$ cat src/rtl/vga_timing_gen.sv
`default_nettype none
// ============================================================================
// Module      : vga_timing_gen
// Description : 640x480@60 pixel timing (DrawX/DrawY/blank) with hs/vs delayed
//               SYNC_DELAY cycles to line up with registered mapper RGB.
//               Optional frame strobe/counter under macro VGA_FRAME_CNT_EN.
// Revision    : 1.0 - initial release
// ============================================================================
module vga_timing_gen #(
  parameter int H_VISIBLE  = 640,
  parameter int H_FP       = 16,
  parameter int H_SYNC     = 96,
  parameter int H_BP       = 48,
  parameter int V_VISIBLE  = 480,
  parameter int V_FP       = 10,
  parameter int V_SYNC     = 2,
  parameter int V_BP       = 33,
  parameter int SYNC_DELAY = 2
) (
  input  logic        vga_clk,
  input  logic        reset,
  output logic [9:0]  DrawX,
  output logic [9:0]  DrawY,
  output logic        blank,
  output logic        hs,
  output logic        vs
`ifdef VGA_FRAME_CNT_EN
  ,
  output logic        frame_start,
  output logic [15:0] frame_count
`endif
);

  localparam logic [9:0] H_VIS_END  = 10'(H_VISIBLE);
  localparam logic [9:0] H_SYNC_BEG = 10'(H_VISIBLE + H_FP);
  localparam logic [9:0] H_SYNC_END = 10'(H_VISIBLE + H_FP + H_SYNC - 1);
  localparam logic [9:0] H_LAST     = 10'(H_VISIBLE + H_FP + H_SYNC + H_BP - 1);
  localparam logic [9:0] V_VIS_END  = 10'(V_VISIBLE);
  localparam logic [9:0] V_SYNC_BEG = 10'(V_VISIBLE + V_FP);
  localparam logic [9:0] V_SYNC_END = 10'(V_VISIBLE + V_FP + V_SYNC - 1);
  localparam logic [9:0] V_LAST     = 10'(V_VISIBLE + V_FP + V_SYNC + V_BP - 1);

  logic [9:0] hc;
  logic [9:0] vc;
  logic       h_wrap;
  logic       v_wrap;
  logic       hs_raw;
  logic       vs_raw;

  assign h_wrap = (hc == H_LAST);
  assign v_wrap = (vc == V_LAST);

  always_ff @(posedge vga_clk) begin
    if (reset) begin
      hc <= 10'd0;
      vc <= 10'd0;
    end else begin
      hc <= h_wrap ? 10'd0 : hc + 10'd1;
      if (h_wrap) begin
        vc <= v_wrap ? 10'd0 : vc + 10'd1;
      end
    end
  end

  assign DrawX  = hc;
  assign DrawY  = vc;
  assign blank  = (hc < H_VIS_END) && (vc < V_VIS_END);
  assign hs_raw = !((hc >= H_SYNC_BEG) && (hc <= H_SYNC_END));
  assign vs_raw = !((vc >= V_SYNC_BEG) && (vc <= V_SYNC_END));

  // Sync stages reset to the inactive (high) level so no spurious pulse
  // appears while the pipeline refills after reset.
  generate
    if (SYNC_DELAY == 0) begin : g_sync_comb
      assign hs = hs_raw;
      assign vs = vs_raw;
    end else if (SYNC_DELAY == 1) begin : g_sync_one
      logic hs_q;
      logic vs_q;
      always_ff @(posedge vga_clk) begin
        if (reset) begin
          hs_q <= 1'b1;
          vs_q <= 1'b1;
        end else begin
          hs_q <= hs_raw;
          vs_q <= vs_raw;
        end
      end
      assign hs = hs_q;
      assign vs = vs_q;
    end else begin : g_sync_multi
      logic [SYNC_DELAY-1:0] hs_sr;
      logic [SYNC_DELAY-1:0] vs_sr;
      always_ff @(posedge vga_clk) begin
        if (reset) begin
          hs_sr <= '1;
          vs_sr <= '1;
        end else begin
          hs_sr <= {hs_sr[SYNC_DELAY-2:0], hs_raw};
          vs_sr <= {vs_sr[SYNC_DELAY-2:0], vs_raw};
        end
      end
      assign hs = hs_sr[SYNC_DELAY-1];
      assign vs = vs_sr[SYNC_DELAY-1];
    end
  endgenerate

`ifdef VGA_FRAME_CNT_EN
  assign frame_start = (hc == 10'd0) && (vc == 10'd0);

  // Counts on the last-pixel wrap so the new value coincides with frame_start.
  always_ff @(posedge vga_clk) begin
    if (reset) begin
      frame_count <= 16'd0;
    end else if (h_wrap && v_wrap) begin
      frame_count <= frame_count + 16'd1;
    end
  end
`endif

endmodule
`default_nettype wire

$ cat config.mk
export PLATFORM = sky130hd
export DESIGN_NAME = vga_timing_gen
export DESIGN_NICKNAME = d
export VERILOG_FILES = /design/src/rtl/vga_timing_gen.sv
export SDC_FILE = /design/constraint.sdc
export NUM_CORES = 1
export LEC_CHECK = 0
export BUFFER_PORTS_ARGS = -buffer_cell sky130_fd_sc_hd__buf_2
export CAP_MARGIN = 20
export CORE_MARGIN = 4
export CORE_UTILIZATION = 46
export DETAILED_ROUTE_END_ITERATION = 12
export GPL_TIMING_DRIVEN = 0
export HOLD_SLACK_MARGIN = 0.1
export PLACE_DENSITY = 0.72
export SYNTH_ARGS = -nofsm -noshare
export SYNTH_HDL_FRONTEND = slang
export SYNTH_SLANG_ARGS = --single-unit
$ cat constraint.sdc
create_clock -name vga_clk -period 1.8 [get_ports vga_clk]
set_input_delay 0.18 -clock vga_clk [delete_from_list [all_inputs] [get_ports vga_clk]]
set_output_delay 0.18 -clock vga_clk [all_outputs]
set_load 0.02 [all_outputs]
==> summary.md <==
| Metric | Value |
|---|---|
| Run status | complete, but fails checks |
| Failing checks | negative setup slack |
| Critical Path End Type | register |
| Fin cells | 189 |
| Worst Clk Skew | 6.441 ps |
| Longest Clk Path Bufs | 2 |
| Pwr dens | 654.2 mW/mm2 |
| WL/cell | 12.77 um |
| Synthesis-to-layout area growth | 35.01% |
| Final ANT Viol Nets | 0 |
| Iter 0 DRT Violations | 6 |
| Fmax | 505.9 MHz |
| Antenna violations before repair | 0 |
| Ys async rst share | 0% |
| Clk pin slew, worst setup/hold paths | 130 ps |
| Yosys warnings | 0 |
| Setup-failing EPs final | 8 |
| Cells after Synth | 125 |
| Global placer's final weighted congestion | 0.7789 |
| Fin area | 0.001476 mm2 |
| Vias in the first global route | 924 |
| Drt pass-1 iters | 4 |
| H-tree Lvls | 1 |
| Cell row count | 17 |
| DIE AREA | 0.003221 mm2 |
| Worst EP required | 2060 ps |
| Area after DPL | 0.001274 mm2 |
| Max Slew Vio Count | 0 |
| Syn Std Cell Area | 0.001094 mm2 |
| Dpl cells | 177 |
| First-pass GRT wire length | 4015 um |
| Yosys reg bits | 24 |
| Die X | 56.76 um |
| Overflow after GRT | 0 |
| EDFF count, synth | 0 |
| Crit share post-route | 109.8% |
| Routed WL | 2413 um |
| Leakage Power | 0.6137 nW |
| Count of hold-fix buffers inserted at cts | 0 |
| IO buf count | 24 |
| Arr. time, crit path | 2230 ps |
| Via count | 1020 |
| DP HPWL | 1652 um |
| RSZ-0062 raised after global routing | true |
| GR Util All Layers | 15.49% |
| Vias/cell | 5.397 |
| Antenna Cells | 0 |
| Clock Latency Late Sink | 310 ps |
| IO Pins | 25 |
| Root buf cell | clkbuf_4 |
| Sequential area share after synthesis | 43.94% |
| Crit Path Max Fanout | 4 |
| TritonCTS Buffers | 3 |
| Yosys top cell area share | 43.94% |
| Syn Nets | 131 |
| Hold crit path type | input pin to register |
| WS Path Type | register to register |
| Most common flop cell mapped by yosys | dfxtp_1 |
| CTS tree | yes |
| Final WS setup | -176.8 ps |
| Netlist cell types | 29 |
| Dominant cell type by area after synthesis | dfxtp_1 |
| Synth area leaders | dfxtp_1 (44%), nor2_1 (5.8%), xnor2_1 (4.8%) |
| Layout cell share with drive strength beyond 1 | 38.51% |
| Type of origin of the critical path | register |
| Worst vdd ir | 0.6353 mV |
| Mean post-synth cell area | 8.748 um2 |
| DRC | 0 |
| Hold Violations, Final | 0 |
| Worst-margin pin slew | 331.6 ps |
| Fillcell total | 182 |
| Clk sinks | 24 |
| Slew HR | 77.69% |
| Pin count of the biggest net entering global routing | 15 |
| Final min period | 1977 ps |
| Max cap viols | 0 |
| Nets | 168 |
| Starting Density | 48.96% |
| Die Y | 56.76 um |
| Core Area | 0.002233 mm2 |
==> synthesized netlist by cell type (3+ instances only) <==
master,instances
or2_2,4
or3_1,4
nand4_1,6
xor2_1,6
o21ai_0,6
nor2_1,17
a21oi_1,5
dfxtp_1,24
inv_1,9
xnor2_1,6
nor3_1,4
ha_1,4
nand2_1,6
and4_1,3
nand3_1,7
==> cell families after synthesis <==
group / after synthesis / synth area share [%]
compound gates: 13 / 6.522
xor+xnor: 12 / 9.611
fa+ha+maj: 4 / 4.577
buf+inv: 11 / 3.889
flops: 24 / 43.94
mux: 1 / 0.9154
simple gates: 60 / 30.55
==> flip-flops by register name, indices dropped and copies added (netlist names) <==
register	cells
DrawX	10
g_sync_multi.hs_sr	2
DrawY	10
g_sync_multi.vs_sr	2
==> layout make-up <==
| class | instances | area, um2 | area share, % |
|---|---|---|---|
| clock buffers | 3 | 22.52 | 1.525 |
| inverters | 9 | 33.78 | 2.288 |
| clock inverters | 1 | 30.03 | 2.034 |
| well taps | 28 | 35.03 | 2.373 |
| flip-flops and latches | 24 | 499.2 | 33.81 |
| multi-input cells | 90 | 653.1 | 44.24 |
| repair buffers | 34 | 202.7 | 13.73 |
==> cells in the final DEF (no fill, tap or decap), types with 2 or more instances in the layout <==
cell | synthesis | final
nand2_1 | 6 | 6
dfxtp_1 | 24 | 17
ha_1 | 4 | 4
nand4_1 | 6 | 6
nor2_1 | 17 | 17
buf_4 | 0 | 8
xnor2_1 | 6 | 5
or2_2 | 4 | 3
a21oi_1 | 5 | 3
clkbuf_4 | 0 | 3
buf_6 | 0 | 2
or3_4 | 0 | 2
inv_1 | 9 | 9
nand3_1 | 7 | 6
or4_4 | 1 | 2
buf_2 | 1 | 24
and4_1 | 3 | 3
dfxtp_4 | 0 | 4
nor3_1 | 4 | 3
xor2_1 | 6 | 6
a21oi_2 | 0 | 2
o21ai_0 | 6 | 6
dfxtp_2 | 0 | 3
or3_1 | 4 | 2
==> final timing paths <==
| kind | start | end | slack [ps] | cells past startpoint |
|---|---|---|---|---|
| hold / removal | reset | DrawX[4] | 120 | 2 |
| setup reg to reg | DrawX[6] | DrawY[9] | -180 | 4 |
| hold reg to reg | g_sync_multi.hs_sr[0] | g_sync_multi.hs_sr[1] | 420 | 1 |
| setup / recovery | DrawX[6] | DrawY[9] | -180 | 4 |
==> metal layers <==
| layer | routed length, um | GRT usage [%] | share of wire (%) |
|---|---|---|---|
| met1 | 1075 | 19.33 | 45 |
| met2 | 1188 | 26.90 | 49 |
| met3 | 120 | 2.529 | 5.0 |
| met4 | 29 | 4.967 | 1.2 |
| met5 | 0 | 0 | 0 |
==> repair_timing <==
item                                   CTS  global route
endpoints found under the hold margin    0             0
setup endpoints to repair               16            17
gates resized for setup                  7            12
pin swaps                                1             4
buffers inserted                         5             5
==> worst max-delay path, cell delays in order, from the launching register on <==
cell     delay [ps]
dfxtp_4         370
or4b_4          570
or4_4           520
or3_4           340
a21oi_2         130
==> report_power, final <==
part           total [mW]  switching [mW]  leakage (nW)  internal, mW
registers           0.540         0.00809         0.198         0.532
clock network       0.383           0.158        0.0279         0.225
logic              0.0430          0.0267         0.387        0.0163
total               0.966           0.193         0.614         0.773
==> metrics by stage <==
step / TNS, ps / util [%] / power, mW / setup WS (ps) / hold slack (ps)
after floorplan: -576.4 / - / 0.5778 / -149.1 / 242.7
after global placement: -2708 / 57.03 / 0.5904 / -204.5 / 392.4
after detailed placement: -3224 / 57.03 / 0.5921 / -232.9 / 392.8
after CTS: -2509 / 62.63 / 0.9706 / -211.8 / 101.6
after global routing: -1236 / 66.11 / 1.003 / -214.1 / 124.7
final: -828.7 / 66.11 / 0.9659 / -176.8 / 116.2
(Power assumes the default switching activity.)
